[config.mk]
export PLATFORM = sky130hd
export DESIGN_NAME = score_engine_mlane
export DESIGN_NICKNAME = d
export VERILOG_FILES = /design/src/rtl/score_engine_mlane_pkg.sv /design/src/rtl/score_sat_acc.sv /design/src/rtl/score_engine_mlane.sv
export SDC_FILE = /design/constraint.sdc
export NUM_CORES = 1
export LEC_CHECK = 0
export CAP_MARGIN = 15
export CORE_UTILIZATION = 59
export DETAILED_ROUTE_END_ITERATION = 8
export DONT_BUFFER_PORTS = 1
export PLACE_DENSITY = 0.81
export SLEW_MARGIN = 5
export SYNTH_ARGS = -nofsm -noshare
export SYNTH_HDL_FRONTEND = slang
export SYNTH_HIERARCHICAL = 1
export SYNTH_SLANG_ARGS = --single-unit
[constraint.sdc]
create_clock -name clk -period 5 [get_ports clk]
set_input_delay 0.25 -clock clk [delete_from_list [all_inputs] [get_ports clk]]
set_output_delay 0.25 -clock clk [all_outputs]
set_load 0.005 [all_outputs]
[src/rtl/score_engine_mlane_pkg.sv]
// Shared judgement codes, default point values and the combo-band multiplier rule.
package score_engine_mlane_pkg;

    localparam logic [1:0] JUDGE_NONE    = 2'b00;
    localparam logic [1:0] JUDGE_MISS    = 2'b01;
    localparam logic [1:0] JUDGE_GOOD    = 2'b10;
    localparam logic [1:0] JUDGE_PERFECT = 2'b11;

    localparam int PTS_GOOD_DEF    = 2;
    localparam int PTS_PERFECT_DEF = 4;

    // One multiplier step per band of 2^shift combo, clamped at max_mult.
    function automatic int band_mult(input int combo_pre, input int shift, input int max_mult);
        int m;
        m = 1 + (combo_pre >>> shift);
        return (m > max_mult) ? max_mult : m;
    endfunction

endpackage

[src/rtl/score_sat_acc.sv]
// Saturating accumulator: value <= min(value + add, max) when en; sticky sat flag, one-cycle upd on change.
// Latency: 1 edge from en to value; no backpressure, accepts an add every cycle.
module score_sat_acc #(
    parameter int W     = 16,
    parameter int ADD_W = 9
) (
    input  logic             clk,
    input  logic             reset_n,
    input  logic             en,
    input  logic             clr,
    input  logic [ADD_W-1:0] add,
    output logic [W-1:0]     value,
    output logic             upd,
    output logic             sat
);

    localparam int SW = ((W > ADD_W) ? W : ADD_W) + 1;

    logic [SW-1:0] sum;
    logic          ovf;
    logic [W-1:0]  nxt;

    always_comb begin
        sum = SW'(value) + SW'(add);
        ovf = sum > SW'({W{1'b1}});
        nxt = ovf ? '1 : sum[W-1:0];
    end

    always_ff @(posedge clk or negedge reset_n) begin
        if (!reset_n) begin
            value <= '0;
            upd   <= 1'b0;
            sat   <= 1'b0;
        end else if (clr) begin
            value <= '0;
            upd   <= 1'b0;
            sat   <= 1'b0;
        end else if (en) begin
            value <= nxt;
            upd   <= (nxt != value);
            sat   <= sat | ovf;
        end else begin
            upd   <= 1'b0;
        end
    end

endmodule

[src/rtl/score_engine_mlane.sv]
// Multi-lane score engine: lane decode, combo tracking, banded multiplier, saturating score.
// Latency: combo/multiplier 1 edge, score 2 edges after acceptance; no backpressure, one event per cycle.
module score_engine_mlane
    import score_engine_mlane_pkg::*;
#(
    parameter int LANES       = 4,
    parameter int SCORE_W     = 16,
    parameter int COMBO_W     = 8,
    parameter int PTS_GOOD    = PTS_GOOD_DEF,
    parameter int PTS_PERFECT = PTS_PERFECT_DEF,
    parameter int BAND_SHIFT  = 4,
    parameter int MAX_MULT    = 17
) (
    input  logic                 clk,
    input  logic                 reset_n,
    input  logic                 evt_valid,
    input  logic [2*LANES-1:0]   judge,
    input  logic                 clear,
    input  logic                 freeze,
    output logic [SCORE_W-1:0]   score,
    output logic                 score_upd,
    output logic                 score_sat,
    output logic [COMBO_W-1:0]   combo,
    output logic [COMBO_W-1:0]   max_combo,
    output logic [4:0]           multiplier
);

    localparam int BASE_W = $clog2(LANES*PTS_PERFECT+1);
    localparam int PROD_W = $clog2(LANES*PTS_PERFECT*MAX_MULT+1);
    localparam int HIT_W  = $clog2(LANES+1);

    logic [BASE_W-1:0]  base_nxt;
    logic [BASE_W-1:0]  s1_base;
    logic [HIT_W-1:0]   hits;
    logic               any_miss;
    logic [COMBO_W:0]   combo_sum;
    logic [COMBO_W-1:0] combo_nxt;
    logic [4:0]         mult_nxt;
    logic               accept;
    logic               s1_vld;
    logic [PROD_W-1:0]  prod;

    always_comb begin
        base_nxt = '0;
        hits     = '0;
        any_miss = 1'b0;
        for (int i = 0; i < LANES; i++) begin
            case (judge[2*i +: 2])
                JUDGE_NONE:    ;
                JUDGE_MISS:    any_miss = 1'b1;
                JUDGE_GOOD: begin
                    base_nxt = base_nxt + BASE_W'(PTS_GOOD);
                    hits     = hits + HIT_W'(1);
                end
                JUDGE_PERFECT: begin
                    base_nxt = base_nxt + BASE_W'(PTS_PERFECT);
                    hits     = hits + HIT_W'(1);
                end
            endcase
        end
    end

    // Multiplier is banded on the combo held before this event.
    always_comb begin
        combo_sum = {1'b0, combo} + (COMBO_W+1)'(hits);
        if (any_miss)
            combo_nxt = '0;
        else if (combo_sum[COMBO_W])
            combo_nxt = '1;
        else
            combo_nxt = combo_sum[COMBO_W-1:0];
        mult_nxt = 5'(band_mult(int'(combo), BAND_SHIFT, MAX_MULT));
        accept   = evt_valid && !freeze && !clear;
    end

    always_ff @(posedge clk or negedge reset_n) begin
        if (!reset_n) begin
            s1_vld     <= 1'b0;
            s1_base    <= '0;
            combo      <= '0;
            max_combo  <= '0;
            multiplier <= 5'd1;
        end else if (clear) begin
            s1_vld     <= 1'b0;
            s1_base    <= '0;
            combo      <= '0;
            max_combo  <= '0;
            multiplier <= 5'd1;
        end else if (accept) begin
            s1_vld     <= 1'b1;
            s1_base    <= base_nxt;
            combo      <= combo_nxt;
            max_combo  <= (combo_nxt > max_combo) ? combo_nxt : max_combo;
            multiplier <= mult_nxt;
        end else begin
            s1_vld     <= 1'b0;
        end
    end

    assign prod = PROD_W'(s1_base) * PROD_W'(multiplier);

    score_sat_acc #(
        .W     (SCORE_W),
        .ADD_W (PROD_W)
    ) u_acc (
        .clk     (clk),
        .reset_n (reset_n),
        .en      (s1_vld),
        .clr     (clear),
        .add     (prod),
        .value   (score),
        .upd     (score_upd),
        .sat     (score_sat)
    );

endmodule

; ---- After elaboration in Yosys (flattened, before gate mapping)
; Cells that the tools add are included.
[totals]
reg_bits = 45
inputBits = 13
output_inout_bits = 39
wordCells = 83
[classes]
n_addsub = 12
mul = 1
magnitude_cmp = 3
eq_ne = 13
mux = 33
bitwise_logic = 1
reduce_logical = 12
[op_table]
columns = op, n
row1 = $mux W8, 7
row2 = $mux W16, 3
row3 = $pmux W5 S2, 3
row4 = $mux W5, 5
row5 = $add A16 B9 Y17, 1
row6 = $gt A17 B16 Y1 const B, 1
row7 = $eq A2 B2 Y1 const B, 8
row8 = $ne A16 B16 Y1, 1
row9 = $add A5 B2 Y5 const B, 3
row10 = $add A5 B3 Y5 const B, 3
row11 = $mux W1, 11
row12 = $add A3 B1 Y3 const B, 3
row13 = $add A8 B3 Y9, 1
row14 = $mul A5 B5 Y9, 1
row15 = $mux W3, 3
row16 = $eq A2 B1 Y1 const B, 4
row17 = $gt A8 B8 Y1, 1
row18 = $reduce_or A2 Y1, 4
row19 = $pmux W3 S2, 1
row20 = $reduce_bool A2 Y1, 3
row21 = $add A1 B4 Y5 const A, 1
row22 = $gt A5 B5 Y1 const B, 1
row23 = $logic_and A1 B1 Y1, 2
row24 = $logic_not A1 Y1, 2
row25 = 2 further kinds, 2

; ---- Longest topological paths before layout
[logic_depth]
ltp_word = 16
ltp_mapped = 21
mapped_depth_nobuf = 20

; ---- Modules after synthesis
; Netlist, hierarchy kept.
[by_module_without_submodules]
columns = mod, n_inst, cells_each, area_each_um2, seq_area_each_um2
row1 = score_engine_mlane, 1, 326, 2771.4, 651.9
row2 = score_sat_acc, 1, 168, 1425.1, 450.4

; ---- Least setup slack after synthesis
; OpenSTA, ideal clock, no wires.
[synth_timing]
kind = flip-flop to flip-flop
from = reg multiplier[2]
to = reg u_acc.upd
arrival_ns = 4.618
path_slack_ns = 0.258
path_stages_with_launch = 20
cell_sequence = dfrtp_1 and2_1 ha_1 ha_1 inv_1 fa_1 inv_1 ha_1 a21o_1 a21oi_1 o21ai_0 xnor2_1 ha_1 a21oi_1 nand2_1 a31o_2 a22oi_2 xnor2_1 or4_1 o31a_1
[synth_via]
elab_chain_len = 7
[synth_rtl]
columns = item, line_no
row1 = from (decl), score_engine_mlane.sv:25  ; output logic [4:0] multiplier
row2 = from (signal assigned), score_engine_mlane.sv:94  ; multiplier <= mult_nxt;
row3 = $mul A5 B5 Y9 *, score_engine_mlane.sv:100  ; assign prod = PROD_W'(s1_base) * PROD_W'(multiplier);
row4 = net prod[8], score_engine_mlane.sv:41  ; logic [PROD_W-1:0] prod;
row5 = $add A16 B9 Y17 *, score_sat_acc.sv:24  ; sum = SW'(value) + SW'(add);
row6 = $gt A17 B16 Y1, score_sat_acc.sv:25  ; ovf = sum > SW'({W{1'b1}});
row7 = $mux W16 *, score_sat_acc.sv:26  ; nxt = ovf ? '1 : sum[W-1:0];
row8 = $ne A16 B16 Y1 *, score_sat_acc.sv:40  ; upd <= (nxt != value);
row9 = $mux W1 *, score_sat_acc.sv:38  ; end else if (en) begin
row10 = $mux W1 *, score_sat_acc.sv:34  ; end else if (clr) begin
row11 = to (signal assigned), score_sat_acc.sv:40
row12 = to (decl), score_sat_acc.sv:13  ; output logic upd,
; Mark *: on every way through the listed nets, which the timed path passes. The rest lies on a longest branch.
; A chain may end at the register's enable or synchronous reset.

; ---- Worst setup path after layout
[layout_timing]
from = reg s1_base[2]
to = reg u_acc.upd
[layout_via]
elab_chain_len = 7
[layout_rtl]
columns = item, line_no
row1 = from (decl), score_engine_mlane.sv:33  ; logic [BASE_W-1:0] s1_base;
row2 = from (signal assigned), score_engine_mlane.sv:91  ; s1_base <= base_nxt;
row3 = $mul A5 B5 Y9 *, score_engine_mlane.sv:100
row4 = net prod[8], score_engine_mlane.sv:41
row5 = $add A16 B9 Y17 *, score_sat_acc.sv:24
row6 = $gt A17 B16 Y1, score_sat_acc.sv:25
row7 = $mux W16 *, score_sat_acc.sv:26
row8 = $ne A16 B16 Y1 *, score_sat_acc.sv:40
row9 = $mux W1 *, score_sat_acc.sv:38
row10 = $mux W1 *, score_sat_acc.sv:34
; Marks and branches as above.

==> results.yml <==
critical_path:
  cp_num_buf_inv: 2
  worstPathCellList: "and2_1, ha_1, ha_1, inv_1, fa_1, inv_1, ha_1, a21o_1, a21oi_2, o21ai_1, xnor2_1, ha_2, a21oi_4, nand2_4, a31o_4, o311ai_4, and2_4, o22ai_1, or4_1, o31a_1"
  crit_arrival_ns: 5.05
  setup.worst_path.end_class: "register"
  required_ns: 5.19
  path_delay_family: "adder cells"
  crit_top_cell: "ha_1"
  crit_fanout: 6
  crit_path_start_kind: "register"
  crit_path_max_incr_delay_ns: 0.52
  path_class: "reg2reg"
  slowest_stage: "fa_1"
floorplanning:
  coreArea_um2: 6832
  initial_utilization: 0.6143
  fp.dieH_um: 86.34
  num_rows: 30
  dieArea_um2: 7454
  pin_count: 52
  die_w_um: 86.34
yosys:
  synth_ff_type: "dfrtp_1"
  ys_seq_area_frac: 0.2627
  synth_edf_count: 0
  syn_area_um2: 4197
  syn_avg_cell_area_um2: 8.495
  synth_nets: 558
  synth-seq-cells: 44
  ys_warn_count: 6
  syn_inst: 494
  synthArstFlopShare: 1.000
  yosysUniqueCellTypes: 80
clock_network:
  cts-root-buf: "clkbuf_8"
  clock_latency_ns: 0.30
  numCtsBuffers: 5
  htree_levels: 2
  clkSinkCount: 44
  clkTransAtPathRegs_ns: 0.09
  cts_tree: "yes"
  cts_buffer_depth: 2
flow_run:
  maxCapViolations: 0
grt:
  grt_pass1_wl_um: 16440
  grt_max_degree: 45
  grt_pass1_vias: 3498
  grtUsageTotal: 0.2759
  grt_antenna_before_repair: 0
  grt_overflow: 0
placement:
  globalplace.congestion: 0.8861
  hpwl_um: 7079
  io_buffers: 0
  place_ws_ns: -0.08861
cells_and_area:
  multiInputGateArea_um2: 2937
  regArea_um2: 1104
  num-fill-cells: 557
  nets: 563
  drive_gt1_frac: 0.1102
  area_growth_pct: 9.481
  antenna_cells: 0
pwr:
  p_leak_nw: 2.016
  power_density_nw_per_um2: 191.7
  ir_drop_mv: 0.1358
detailed_routing:
  drc: 0
  routed_wl_um: 10120
  drt_iter0_markers: 184
  wl_per_cell_um: 17.01
  vias: 3672
  viasPerCell: 6.171
  first_pass_iters: 6
  ant_nets: 0
sta:
  finalSetupViolCount: 0
  finalSetupTns_ns: 0
  tightest_slew_ns: 0.6744
  finalCriticalPeriod_ns: 4.854
  fmax_ghz: 0.2060
  finalHoldViolCount: 0
  max_slew_margin: 0.5489
  period_share: 0.9708
  whs_ns: 0.02440
  setup_ws_ns: 0.1459
  slew_violations: 0
  skew_ns: 0.004722
worst_hold_path:
  hold_class: "in2reg"
run_status:
  status: "finished clean"
cell usage in the layout (no fill, tap or decap), types with 3 or more instances in the layout:
cell type	count
nor2b_1	6
buf_4	11
nand3_1	15
o21ai_1	10
a21o_1	5
a211oi_2	3
nor2_1	33
nor3_1	6
nand2_1	51
inv_1	36
nand2b_1	6
and2_1	14
and3_1	4
a311oi_1	4
dlygate4sd3_1	6
o22ai_1	3
a21oi_2	4
o211ai_1	6
fa_1	7
a21oi_1	39
a211oi_1	9
xor2_1	12
mux2i_1	8
xnor2_1	15
dfrtp_1	42
nand4_1	6
clkbuf_8	5
or3_1	5
o21ai_0	19
ha_1	43
o31ai_1	3
cell families after synthesis:
| group | share of synthesized area |
|---|---|
| AO/OA/AOI/OAI | 0.2299 |
| XOR/XNOR | 0.06023 |
| adder cells (fa/ha/maj) | 0.1670 |
| buffers and inverters | 0.05307 |
| flip-flops | 0.2627 |
| multiplexers | 0.02445 |
| other | 0.0008936 |
| AND/OR/NAND/NOR | 0.2019 |
final cells by class:
| class | count | share of cell area |
|---|---|---|
| flip-flops and latches | 44 | 0.2402 |
| repair buffers | 18 | 0.03704 |
| well taps | 96 | 0.02614 |
| inverters | 36 | 0.02941 |
| clock inverters | 2 | 0.01307 |
| multi-input cells | 394 | 0.6392 |
| clock buffers | 5 | 0.01498 |
worst paths after layout:
check	from	end	slack (ns)	cells after the start
min	clear	u_acc/value[1]	0.02	1
max reg2reg	s1_base[2]	u_acc/upd	0.15	20
max	s1_base[2]	u_acc/upd	0.15	20
max in group asynchronous	reset_n	multiplier[0]	4.27	2
min reg2reg	u_acc/sat	u_acc/sat	0.55	2
min in group asynchronous	reset_n	u_acc/value[8]	0.45	2
timing repair:
action	4_1_cts	5_1_grt
gates cloned	0	0
pin swaps	0	6
buffers inserted	0	4
hold buffers	4	3
endpoints found under the setup margin	1	1
hold endpoints to repair	52	12
gates resized for setup	4	10
power by group:
group | total, mW | internal [mW] | switching (mW) | leakage (nW)
Clock | 0.328 | 0.197 | 0.131 | 0.0642
Sequential | 0.376 | 0.363 | 0.0128 | 0.603
Combinational | 0.177 | 0.0732 | 0.104 | 1.35
metrics by stage:
| stage | instances | power (mW) | area [um2] | utilization |
|---|---|---|---|---|
| floorplan | 494 | 0.5139 | 4197 | - |
| global placement | 577 | 0.5276 | 4282 | 0.6267 |
| detailed placement | 577 | 0.5358 | 4282 | 0.6267 |
| CTS | 588 | 0.8745 | 4489 | 0.6571 |
| global route | 595 | 0.9248 | 4594 | 0.6725 |
| finish | 595 | 0.8809 | 4594 | 0.6725 |
synthesized netlist by cell type, drive strengths merged (2+ instances only):
library cell | instances | share of area
a211oi | 12 | 0.025
inv | 36 | 0.032
or4 | 2 | 0.0045
and4b | 2 | 0.0048
xnor2 | 16 | 0.035
o22ai | 3 | 0.0045
o21ba | 2 | 0.0048
clkbuf | 13 | 0.012
o21ai | 29 | 0.035
or3 | 5 | 0.0075
nand3 | 17 | 0.021
and3 | 5 | 0.0078
a31oi | 2 | 0.0066
nand2b | 7 | 0.011
nor2 | 33 | 0.030
o22a | 2 | 0.0042
nor3 | 7 | 0.0095
fa | 7 | 0.033
and2 | 15 | 0.022
dfrtp | 43 | 0.26
or2 | 3 | 0.0045
o31ai | 4 | 0.0072
a22oi | 2 | 0.0048
nand2 | 52 | 0.047
xor2 | 12 | 0.025
o21a | 3 | 0.0072
a311oi | 5 | 0.012
ha | 44 | 0.13
o211ai | 7 | 0.014
a21oi | 44 | 0.055
mux2 | 2 | 0.0054
a21o | 5 | 0.0089
mux2i | 8 | 0.019
buf | 7 | 0.0092
nor2b | 7 | 0.012
nand4 | 6 | 0.0089
worst reg2reg max path, stage by stage, from the launching register on:
cell,delay (ns)
dfrtp_2,0.44
and2_1,0.15
ha_1,0.30
ha_1,0.28
inv_1,0.05
fa_1,0.52
inv_1,0.07
ha_1,0.30
a21o_1,0.20
a21oi_2,0.15
o21ai_1,0.10
xnor2_1,0.18
ha_2,0.34
a21oi_4,0.17
nand2_4,0.10
a31o_4,0.25
o311ai_4,0.13
and2_4,0.22
o22ai_1,0.07
or4_1,0.41
o31a_1,0.31
sequential cells by signal (all words and copies together), names as in the netlist:
| register | cells |
|---|---|
| s1_base | 4 |
| u_acc/upd | 1 |
| s1_vld | 1 |
| multiplier | 5 |
| max_combo | 8 |
| u_acc/value | 16 |
| combo | 8 |
| u_acc/sat | 1 |
metal layers:
layer / global-route usage / up-vias / routed length (um)
met1: 0.3490 / 1744 / 4255
met4: 0.08788 / 0 / 226
li1: - / 1769 / -
met2: 0.4784 / 136 / 5034
met5: 0 / - / 0
met3: 0.05048 / 23 / 606
Power figures use the tool's default switching activity.
